$ cat config.mk
export PLATFORM = sky130hd
export DESIGN_NAME = dcm_prog_ctrl
export DESIGN_NICKNAME = d
export VERILOG_FILES = /design/src/rtl/dcm_prog_ctrl.sv
export SDC_FILE = /design/constraint.sdc
export NUM_CORES = 1
export LEC_CHECK = 0
export ABC_CLOCK_PERIOD_IN_PS = 4100
export BUFFER_PORTS_ARGS = -buffer_cell sky130_fd_sc_hd__buf_2
export CORE_ASPECT_RATIO = 0.7
export CORE_MARGIN = 1
export CORE_UTILIZATION = 30
export DETAILED_ROUTE_END_ITERATION = 7
export PLACE_DENSITY_LB_ADDON = 0.1
export SLEW_MARGIN = 20
export SYNTH_ARGS = -nofsm -noshare
export SYNTH_HDL_FRONTEND = slang
export SYNTH_SLANG_ARGS = --single-unit
$ cat constraint.sdc
create_clock -name clk -period 4.1 [get_ports clk]
set_input_delay 1.23 -clock clk [delete_from_list [all_inputs] [get_ports clk]]
set_output_delay 1.23 -clock clk [all_outputs]
set_load 0.005 [all_outputs]
$ cat src/rtl/dcm_prog_ctrl.sv
// Run-time M/D reprogramming sequencer for a clock synthesizer's serial program
// port: validate, shift load-D / load-M / GO, wait for done and lock, retry on lock loss.
module dcm_prog_ctrl #(
  parameter int GAP_CYCLES   = 2,
  parameter int DONE_TIMEOUT = 1024,
  parameter int LOCK_TIMEOUT = 65536,
  parameter int RST_CYCLES   = 8,
  parameter int MAX_RETRY    = 3
) (
  input  logic       clk,
  input  logic       rst_n,
  input  logic       req,
  input  logic [5:0] div_val,
  input  logic [5:0] mul_val,
  output logic       busy,
  output logic       done,
  output logic       err,
  output logic [1:0] err_code,
  output logic       prog_en,
  output logic       prog_data,
  input  logic       prog_done,
  input  logic       locked,
  output logic       dcm_rst
);

  localparam logic [3:0] S_IDLE      = 4'd0;
  localparam logic [3:0] S_LOAD_D    = 4'd1;
  localparam logic [3:0] S_GAP_D     = 4'd2;
  localparam logic [3:0] S_LOAD_M    = 4'd3;
  localparam logic [3:0] S_GAP_M     = 4'd4;
  localparam logic [3:0] S_GO        = 4'd5;
  localparam logic [3:0] S_WAIT_DONE = 4'd6;
  localparam logic [3:0] S_WAIT_LOCK = 4'd7;
  localparam logic [3:0] S_RST       = 4'd8;

  // One shared counter covers frame bits, gaps, reset hold and both timeouts.
  localparam int T_A = (DONE_TIMEOUT > LOCK_TIMEOUT) ? DONE_TIMEOUT : LOCK_TIMEOUT;
  localparam int T_B = (T_A > 16) ? T_A : 16;
  localparam int T_C = (T_B > RST_CYCLES) ? T_B : RST_CYCLES;
  localparam int T_D = (T_C > GAP_CYCLES) ? T_C : GAP_CYCLES;
  localparam int CW  = $clog2(T_D + 1);
  localparam int RW  = (MAX_RETRY > 0) ? $clog2(MAX_RETRY + 1) : 1;

  localparam logic [CW-1:0] FRAME_LAST = CW'(9);
  localparam logic [CW-1:0] GAP_LAST   = CW'(GAP_CYCLES - 1);
  localparam logic [CW-1:0] DONE_LAST  = CW'(DONE_TIMEOUT - 1);
  localparam logic [CW-1:0] LOCK_LAST  = CW'(LOCK_TIMEOUT - 1);
  localparam logic [CW-1:0] RST_LAST   = CW'(RST_CYCLES - 1);
  localparam logic [RW-1:0] RETRY_MAX  = RW'(MAX_RETRY);

  logic [3:0]    state;
  logic [CW-1:0] cnt;
  logic [RW-1:0] retry;
  logic [7:0]    d_m1;
  logic [7:0]    m_m1;
  logic [9:0]    frame_d;
  logic [9:0]    frame_m;
  logic          vals_ok;

  // Frames go out LSB first: two header bits, then the 8-bit value minus one.
  assign frame_d = {d_m1, 2'b01};
  assign frame_m = {m_m1, 2'b11};
  assign vals_ok = (div_val >= 6'd1) && (div_val <= 6'd32) &&
                   (mul_val >= 6'd2) && (mul_val <= 6'd32);

  always_ff @(posedge clk or negedge rst_n) begin
    if (!rst_n) begin
      state     <= S_IDLE;
      cnt       <= '0;
      retry     <= '0;
      d_m1      <= '0;
      m_m1      <= '0;
      busy      <= 1'b0;
      done      <= 1'b0;
      err       <= 1'b0;
      err_code  <= 2'd0;
      prog_en   <= 1'b0;
      prog_data <= 1'b0;
      dcm_rst   <= 1'b0;
    end else begin
      done      <= 1'b0;
      err       <= 1'b0;
      prog_en   <= 1'b0;
      prog_data <= 1'b0;
      dcm_rst   <= 1'b0;
      case (state)
        S_IDLE: begin
          if (req) begin
            d_m1     <= {2'b00, div_val} - 8'd1;
            m_m1     <= {2'b00, mul_val} - 8'd1;
            err_code <= 2'd0;
            if (vals_ok) begin
              state <= S_LOAD_D;
              cnt   <= '0;
              retry <= '0;
              busy  <= 1'b1;
            end else begin
              err      <= 1'b1;
              err_code <= 2'd1;
            end
          end
        end
        S_LOAD_D: begin
          prog_en   <= 1'b1;
          prog_data <= frame_d[cnt[3:0]];
          if (cnt == FRAME_LAST) begin
            state <= S_GAP_D;
            cnt   <= '0;
          end else begin
            cnt <= cnt + CW'(1);
          end
        end
        S_GAP_D: begin
          if (cnt == GAP_LAST) begin
            state <= S_LOAD_M;
            cnt   <= '0;
          end else begin
            cnt <= cnt + CW'(1);
          end
        end
        S_LOAD_M: begin
          prog_en   <= 1'b1;
          prog_data <= frame_m[cnt[3:0]];
          if (cnt == FRAME_LAST) begin
            state <= S_GAP_M;
            cnt   <= '0;
          end else begin
            cnt <= cnt + CW'(1);
          end
        end
        S_GAP_M: begin
          if (cnt == GAP_LAST) begin
            state <= S_GO;
            cnt   <= '0;
          end else begin
            cnt <= cnt + CW'(1);
          end
        end
        S_GO: begin
          prog_en <= 1'b1;
          state   <= S_WAIT_DONE;
          cnt     <= '0;
        end
        S_WAIT_DONE: begin
          if (prog_done) begin
            state <= S_WAIT_LOCK;
            cnt   <= '0;
          end else if (cnt == DONE_LAST) begin
            state    <= S_IDLE;
            cnt      <= '0;
            busy     <= 1'b0;
            err      <= 1'b1;
            err_code <= 2'd2;
          end else begin
            cnt <= cnt + CW'(1);
          end
        end
        S_WAIT_LOCK: begin
          // Lock loss is retried by resetting the synthesizer and reprogramming the latched values.
          if (locked) begin
            state <= S_IDLE;
            cnt   <= '0;
            busy  <= 1'b0;
            done  <= 1'b1;
            retry <= '0;
          end else if (cnt == LOCK_LAST) begin
            cnt <= '0;
            if (retry < RETRY_MAX) begin
              state <= S_RST;
              retry <= retry + RW'(1);
            end else begin
              state    <= S_IDLE;
              busy     <= 1'b0;
              err      <= 1'b1;
              err_code <= 2'd3;
            end
          end else begin
            cnt <= cnt + CW'(1);
          end
        end
        S_RST: begin
          dcm_rst <= 1'b1;
          if (cnt == RST_LAST) begin
            state <= S_LOAD_D;
            cnt   <= '0;
          end else begin
            cnt <= cnt + CW'(1);
          end
        end
        default: begin
          state <= S_IDLE;
          cnt   <= '0;
          busy  <= 1'b0;
        end
      endcase
    end
  end

endmodule

==> results_dict.tcl, run 1 <==
set metrics [dict create \
    status "completed" \
    nFillCells 924 \
    placed_cell_area_mm2 0.00301 \
    grt_pass1_wl_mm 11.3 \
    routedWlPerCell_um 15.1 \
    cp_max_fo 11 \
    power_per_cell_area_mw_per_mm2 323 \
    start_kind "flip-flop" \
    post_cts.repair.setup_buffers 0 \
    crit_buf_inv 0 \
    place_inst 439 \
    cp-end-kind "flip-flop" \
    fin_worst_skew_ps 4.66 \
    setup_viol 0 \
    grt_max_degree 38 \
    drt_iter0_drc 121 \
    h-tree-depth 2 \
    area_delta_synth_final_pct 14.1 \
    finalHoldViolCount 0 \
    dp.final_hpwl_mm 4.84 \
    firstDrtPassIters 4 \
    dieArea_mm2 0.00970 \
    clk_pin_slew_worst_paths_ps 70 \
    finalPower_uw 1030 \
    slew_violations 0 \
    fin_area_mm2 0.00318 \
    worst_ep_required_time_ps 4250 \
    power.leakage_uw 0.00133 \
    drt-vias-per-instance 5.00 \
    ctsResizeCount 0 \
    place.gp.congestion 0.762 \
    rows 29 \
    pin_count 25 \
    cts-root-buf "clkbuf_16" \
    grt_pass1_vias 2146 \
    path_cells "ha_1 -> nand3_1 -> or4b_4 -> nor2_1 -> and3_1 -> and3_1 -> ha_1 -> nand2_1 -> o32ai_1 -> nor3b_1 -> o21ai_0" \
    drive_above_1_share 0.161 \
    synth_cells 304 \
    syn-num-nets 331 \
    yosysSeqAreaShare 0.403 \
    cts_buffer_depth 2 \
    clock_latency_ps 290 \
    synthFlopType "dfrtp_1" \
    slowest_delay_ps 640 \
    cts_made_buffers 5 \
    via_count 2234 \
    async_flop_share 1.00 \
    fin_crit_sh 0.857 \
    rsz0062_at_grt "false" \
    antenna_found_initial 0 \
    max_freq_mhz 285 \
    postCtsHoldBufs 0 \
    arrival_ps 3670 \
    worst-setup-path-type "reg2reg" \
    min_period_ps 3510 \
    layout.nets 349 \
    avgSynthCellArea_um2 9.18 \
    cts_sinks 45 \
    antenna_cells 0 \
    die_y_um 82.7 \
    die_w_um 117 \
    tritoncts "yes" \
    yosysWarnings 0 \
    final_antenna_net_count 0 \
    grt_overflow 0 \
    worst_pin_slew_ps 903 \
    drv_cap 0 \
    portBuffers 24 \
    track_usage 0.156 \
    fin_util 0.352 \
    start_util 0.309 \
    synth_edf_count 0 \
    syn_area_mm2 0.00279 \
    hp-class "reg2reg" \
    crit_family "simple AND/OR/NAND/NOR gates" \
    setup_tns_ps 0 \
    final_cells 447 \
    synthDistinctLibCells 60 \
    slew_headroom 0.398 \
    cp_slowest_cell "or4b_4" \
    drc 0 \
    ir_worst_vdd_mv 0.122 \
    synth_seq_cells 45 \
    coreArea_mm2 0.00903 \
    totalWireLength_mm 6.77 \
]
==> cells by family (layout without fill, tap and decap cells) <==
logic type	after synthesis	after routing	synth area share
compound gates	83	83	0.214
buf+inv	37	56	0.0574
flops	45	45	0.403
fa+ha+maj	10	10	0.0448
xor+xnor	14	14	0.0439
simple gates	111	111	0.213
mux	4	4	0.0233
==> flip-flops by register name, summed over array words and instances (netlist names) <==
signal,count
busy,1
cnt,17
d_m1,7
dcm_rst,1
done,1
err,1
err_code,2
m_m1,7
prog_data,1
prog_en,1
retry,2
state,4
==> cells in the final DEF (no fill, tap or decap), types with 4 or more instances in the layout <==
cell       Yosys  layout
nor3_1        10      10
nor2_1        16      16
inv_1         21      21
clkbuf_16      0       5
xnor2_1        6       6
nand2_1       43      43
buf_2          4      24
a21oi_1       11      11
dfrtp_1       45      45
and3_1         4       4
o21ai_0       26      26
xor2_1         8       8
a31oi_1        5       5
ha_1          10      10
nor2b_1        6       6
o21ai_1        4       4
nand3_1        6       6
==> per-layer routing <==
layer / up-vias / wire length, um / track usage
met3: 6 / 145 / 0.0350
li1: 1126 / - / -
met5: - / 0 / 0
met1: 1082 / 3920 / 0.239
met4: 0 / 55 / 0.0342
met2: 20 / 2640 / 0.217
==> cells in the mapped netlist, drive strengths merged, types with 4 or more instances <==
library cell	n	area, um2
a21oi	11	55.1
nand3	7	47.6
and3	4	25.0
clkbuf	11	41.3
xnor2	6	52.6
nand2	44	173
buf	5	40.0
nor3	10	50.1
inv	21	78.8
o22ai	4	31.3
nor2b	6	37.5
o31ai	4	40.0
nor4	5	52.6
dfrtp	45	1130
xor2	8	70.1
nor2	16	60.1
o21ai	32	175
ha	10	125
a31oi	5	31.3
==> where the power goes <==
part           internal [uW]  switching [uW]
clock                    305             181
sequential               457            19.5
combinational           27.1            39.0
==> layout make-up <==
| cell class | count | area, um2 | area share |
|---|---|---|---|
| Clock inverter | 2 | 37.5 | 0.0118 |
| Multi-Input combinational cell | 222 | 1510 | 0.473 |
| Inverter | 21 | 78.8 | 0.0248 |
| Tap cell | 124 | 155 | 0.0487 |
| Clock buffer | 6 | 139 | 0.0436 |
| Sequential cell | 45 | 1130 | 0.354 |
| Timing Repair Buffer | 27 | 143 | 0.0448 |
==> worst reg2reg max path, stage by stage, from the launching register on <==
cell	delay (ps)
dfrtp_1	620
ha_1	300
nand3_1	200
or4b_4	640
nor2_1	200
and3_1	210
and3_1	190
ha_1	240
nand2_1	130
o32ai_1	260
nor3b_1	290
o21ai_0	110
==> path summary, 6_finish.rpt <==
kind	depth (start not counted)	end	start	slack (ps)
max in group asynchronous	2	state[0]	rst_n	2360
setup / recovery	11	err_code[0]	cnt[0]	590
min in group asynchronous	1	cnt[4]	rst_n	1070
hold / removal	2	m_m1[0]	m_m1[0]	480
setup reg to reg	11	err_code[0]	cnt[0]	590
hold reg to reg	2	m_m1[0]	m_m1[0]	480
==> stage by stage <==
stage          hold WS, ps  setup slack, ps
6_report               483              587
5_1_grt                516              250
4_1_cts                485              555
3_5_place_dp           470              582
3_3_place_gp           463              581
2_1_floorplan          442             1180
Note: power is estimated with default switching activity, not from simulation.
==> inputs of run 2 (changes only) <==
--- a/config.mk
+++ b/config.mk
@@ -5,7 +5,7 @@
 export SDC_FILE = /design/constraint.sdc
 export NUM_CORES = 1
 export LEC_CHECK = 0
-export ABC_CLOCK_PERIOD_IN_PS = 4100
+export ABC_CLOCK_PERIOD_IN_PS = 3100
 export BUFFER_PORTS_ARGS = -buffer_cell sky130_fd_sc_hd__buf_2
 export CORE_ASPECT_RATIO = 0.7
 export CORE_MARGIN = 1
==> constraint.sdc (replaced) <==
create_clock -name clk -period 3.1 [get_ports clk]
set_input_delay 0.93 -clock clk [delete_from_list [all_inputs] [get_ports clk]]
set_output_delay 0.93 -clock clk [all_outputs]
set_load 0.005 [all_outputs]
==> results_dict.tcl, run 2 (synthesis results as in run 1) <==
set metrics [dict create \
    status "finished, violations left" \
    violations "design-rule violations" \
    pin_count 25 \
    portBuffers 24 \
    top_register "cnt" \
    worst_ep_required_time_ps 3280 \
    finalHoldViolCount 0 \
    drt_iter0_drc 99 \
    grt_overflow 0 \
    drc 2 \
    power_per_cell_area_mw_per_mm2 417 \
    coreArea_mm2 0.00903 \
    totalWireLength_mm 6.84 \
    tritoncts "yes" \
    clk_pin_slew_worst_paths_ps 60 \
    worst_pin_slew_ps 618 \
    clkPwrFrac 0.466 \
    reg_top3 "cnt x17, d_m1 x7, m_m1 x7" \
    cts-root-buf "clkbuf_16" \
    start_util 0.309 \
    path_cells "ha_1 -> nand3_1 -> or4b_4 -> nor2_1 -> and3_1 -> and3_1 -> ha_1 -> buf_4 -> o2111a_4 -> o21ai_0 -> a21o_1" \
    multi_input_area_mm2 0.00151 \
    finalPower_uw 1360 \
    antenna_cells 0 \
    area_delta_synth_final_pct 17.2 \
    ctsResizeCount 0 \
    layout.nets 361 \
    final_cell_mix "45 x dfrtp_1, 43 x nand2_1, 26 x o21ai_0" \
    intPower_uw 1050 \
    rows 29 \
    cp-end-kind "flip-flop" \
    firstDrtPassIters 6 \
    pwr-share-comb 0.076 \
    cp_slowest_cell "or4b_4" \
    fin_crit_sh 0.939 \
    cp_max_fo 17 \
    grt_max_degree 46 \
    cts_buffer_depth 2 \
    h-tree-depth 2 \
    crit_family "simple AND/OR/NAND/NOR gates" \
    rsz0062_at_grt "false" \
    final_antenna_net_count 0 \
    swShare 0.230 \
    fin_worst_skew_ps 4.79 \
    finalWorstSetupSlack_ps 190 \
    slew_violations 0 \
    setup_viol 0 \
    max_freq_mhz 344 \
    clock_latency_ps 290 \
    drv_cap 0 \
    die_w_um 117 \
    slew_headroom 0.588 \
    power.leakage_uw 0.00139 \
    routedWlPerCell_um 14.9 \
    grt_pass1_wl_mm 11.6 \
    place.gp.congestion 0.781 \
    die_y_um 82.7 \
    drt-vias-per-instance 4.95 \
    min_period_ps 2910 \
    drive_above_1_share 0.188 \
    post_cts.repair.setup_buffers 0 \
    grt_pass1_vias 2171 \
    dp.final_hpwl_mm 4.94 \
    switchingPower_uw 314 \
    ir_worst_vdd_mv 0.237 \
    regArea_mm2 0.00113 \
    cts_made_buffers 5 \
    via_count 2271 \
    setup_tns_ps 0 \
    start_kind "flip-flop" \
    seq_power_share 0.458 \
    slowest_delay_ps 540 \
    crit_buf_inv 1 \
    dpl_worst_slack_ps 59.0 \
    track_usage 0.158 \
    largest_reg_flops 17 \
    mostFrequentLayoutCell "dfrtp_1" \
    antenna_found_initial 0 \
    dieArea_mm2 0.00970 \
    arrival_ps 3090 \
    nFillCells 927 \
    postCtsHoldBufs 0 \
    cts_sinks 45 \
    worst-setup-path-type "reg2reg" \
    hp-class "reg2reg" \
]
run 2: final timing paths:
kind | to | depth (start not counted) | start | slack [ps]
worst max-delay path | cnt[5] | 11 | cnt[0] | 190
worst min-delay path | m_m1[5] | 2 | m_m1[5] | 480
worst max register to register | cnt[5] | 11 | cnt[0] | 190
worst min register to register | m_m1[5] | 2 | m_m1[5] | 480
max in group asynchronous | done | 2 | rst_n | 1940
min in group asynchronous | cnt[4] | 2 | rst_n | 740
run 2: worst min-delay path, delay by kind of cell, from the launching register on:
kind / cells / cell delay, ps
DFF: 1 / 340
AOI/OAI and AO/OA: 1 / 60
and+or+nand+nor: 1 / 40
run 2: power by group through the flow:
stage	sequential, uW	combinational [uW]	clock [uW]
6_report	625	103	636
5_1_grt	628	119	684
4_1_cts	624	106	656
3_5_place_dp	635	106	0
3_3_place_gp	636	106	0
2_1_floorplan	634	46.7	0
run 2: area by class of cell:
type | instances | share of cell area
multi-input cells | 222 | 0.460
flip-flops and latches | 45 | 0.344
repair buffers | 39 | 0.0712
well taps | 124 | 0.0474
clock buffers | 7 | 0.0436
inverters | 21 | 0.0241
clock inverters | 1 | 0.00918
run 2: layer usage:
layer / vias to the layer above / share of wire / global-route usage
met2: 16 / 0.40 / 0.221
met3: 4 / 0.020 / 0.0285
li1: 1148 / - / -
met5: - / 0 / 0
met1: 1103 / 0.57 / 0.247
met4: 0 / 0.0058 / 0.0342
run 2: through the flow:
step	cells	hold WS [ps]	util	instance area, um2
floorplan	304	442	-	2790
global placement	451	462	0.343	3100
detailed placement	451	466	0.343	3100
CTS	459	480	0.362	3270
global route	459	491	0.362	3270
finish	459	477	0.362	3270
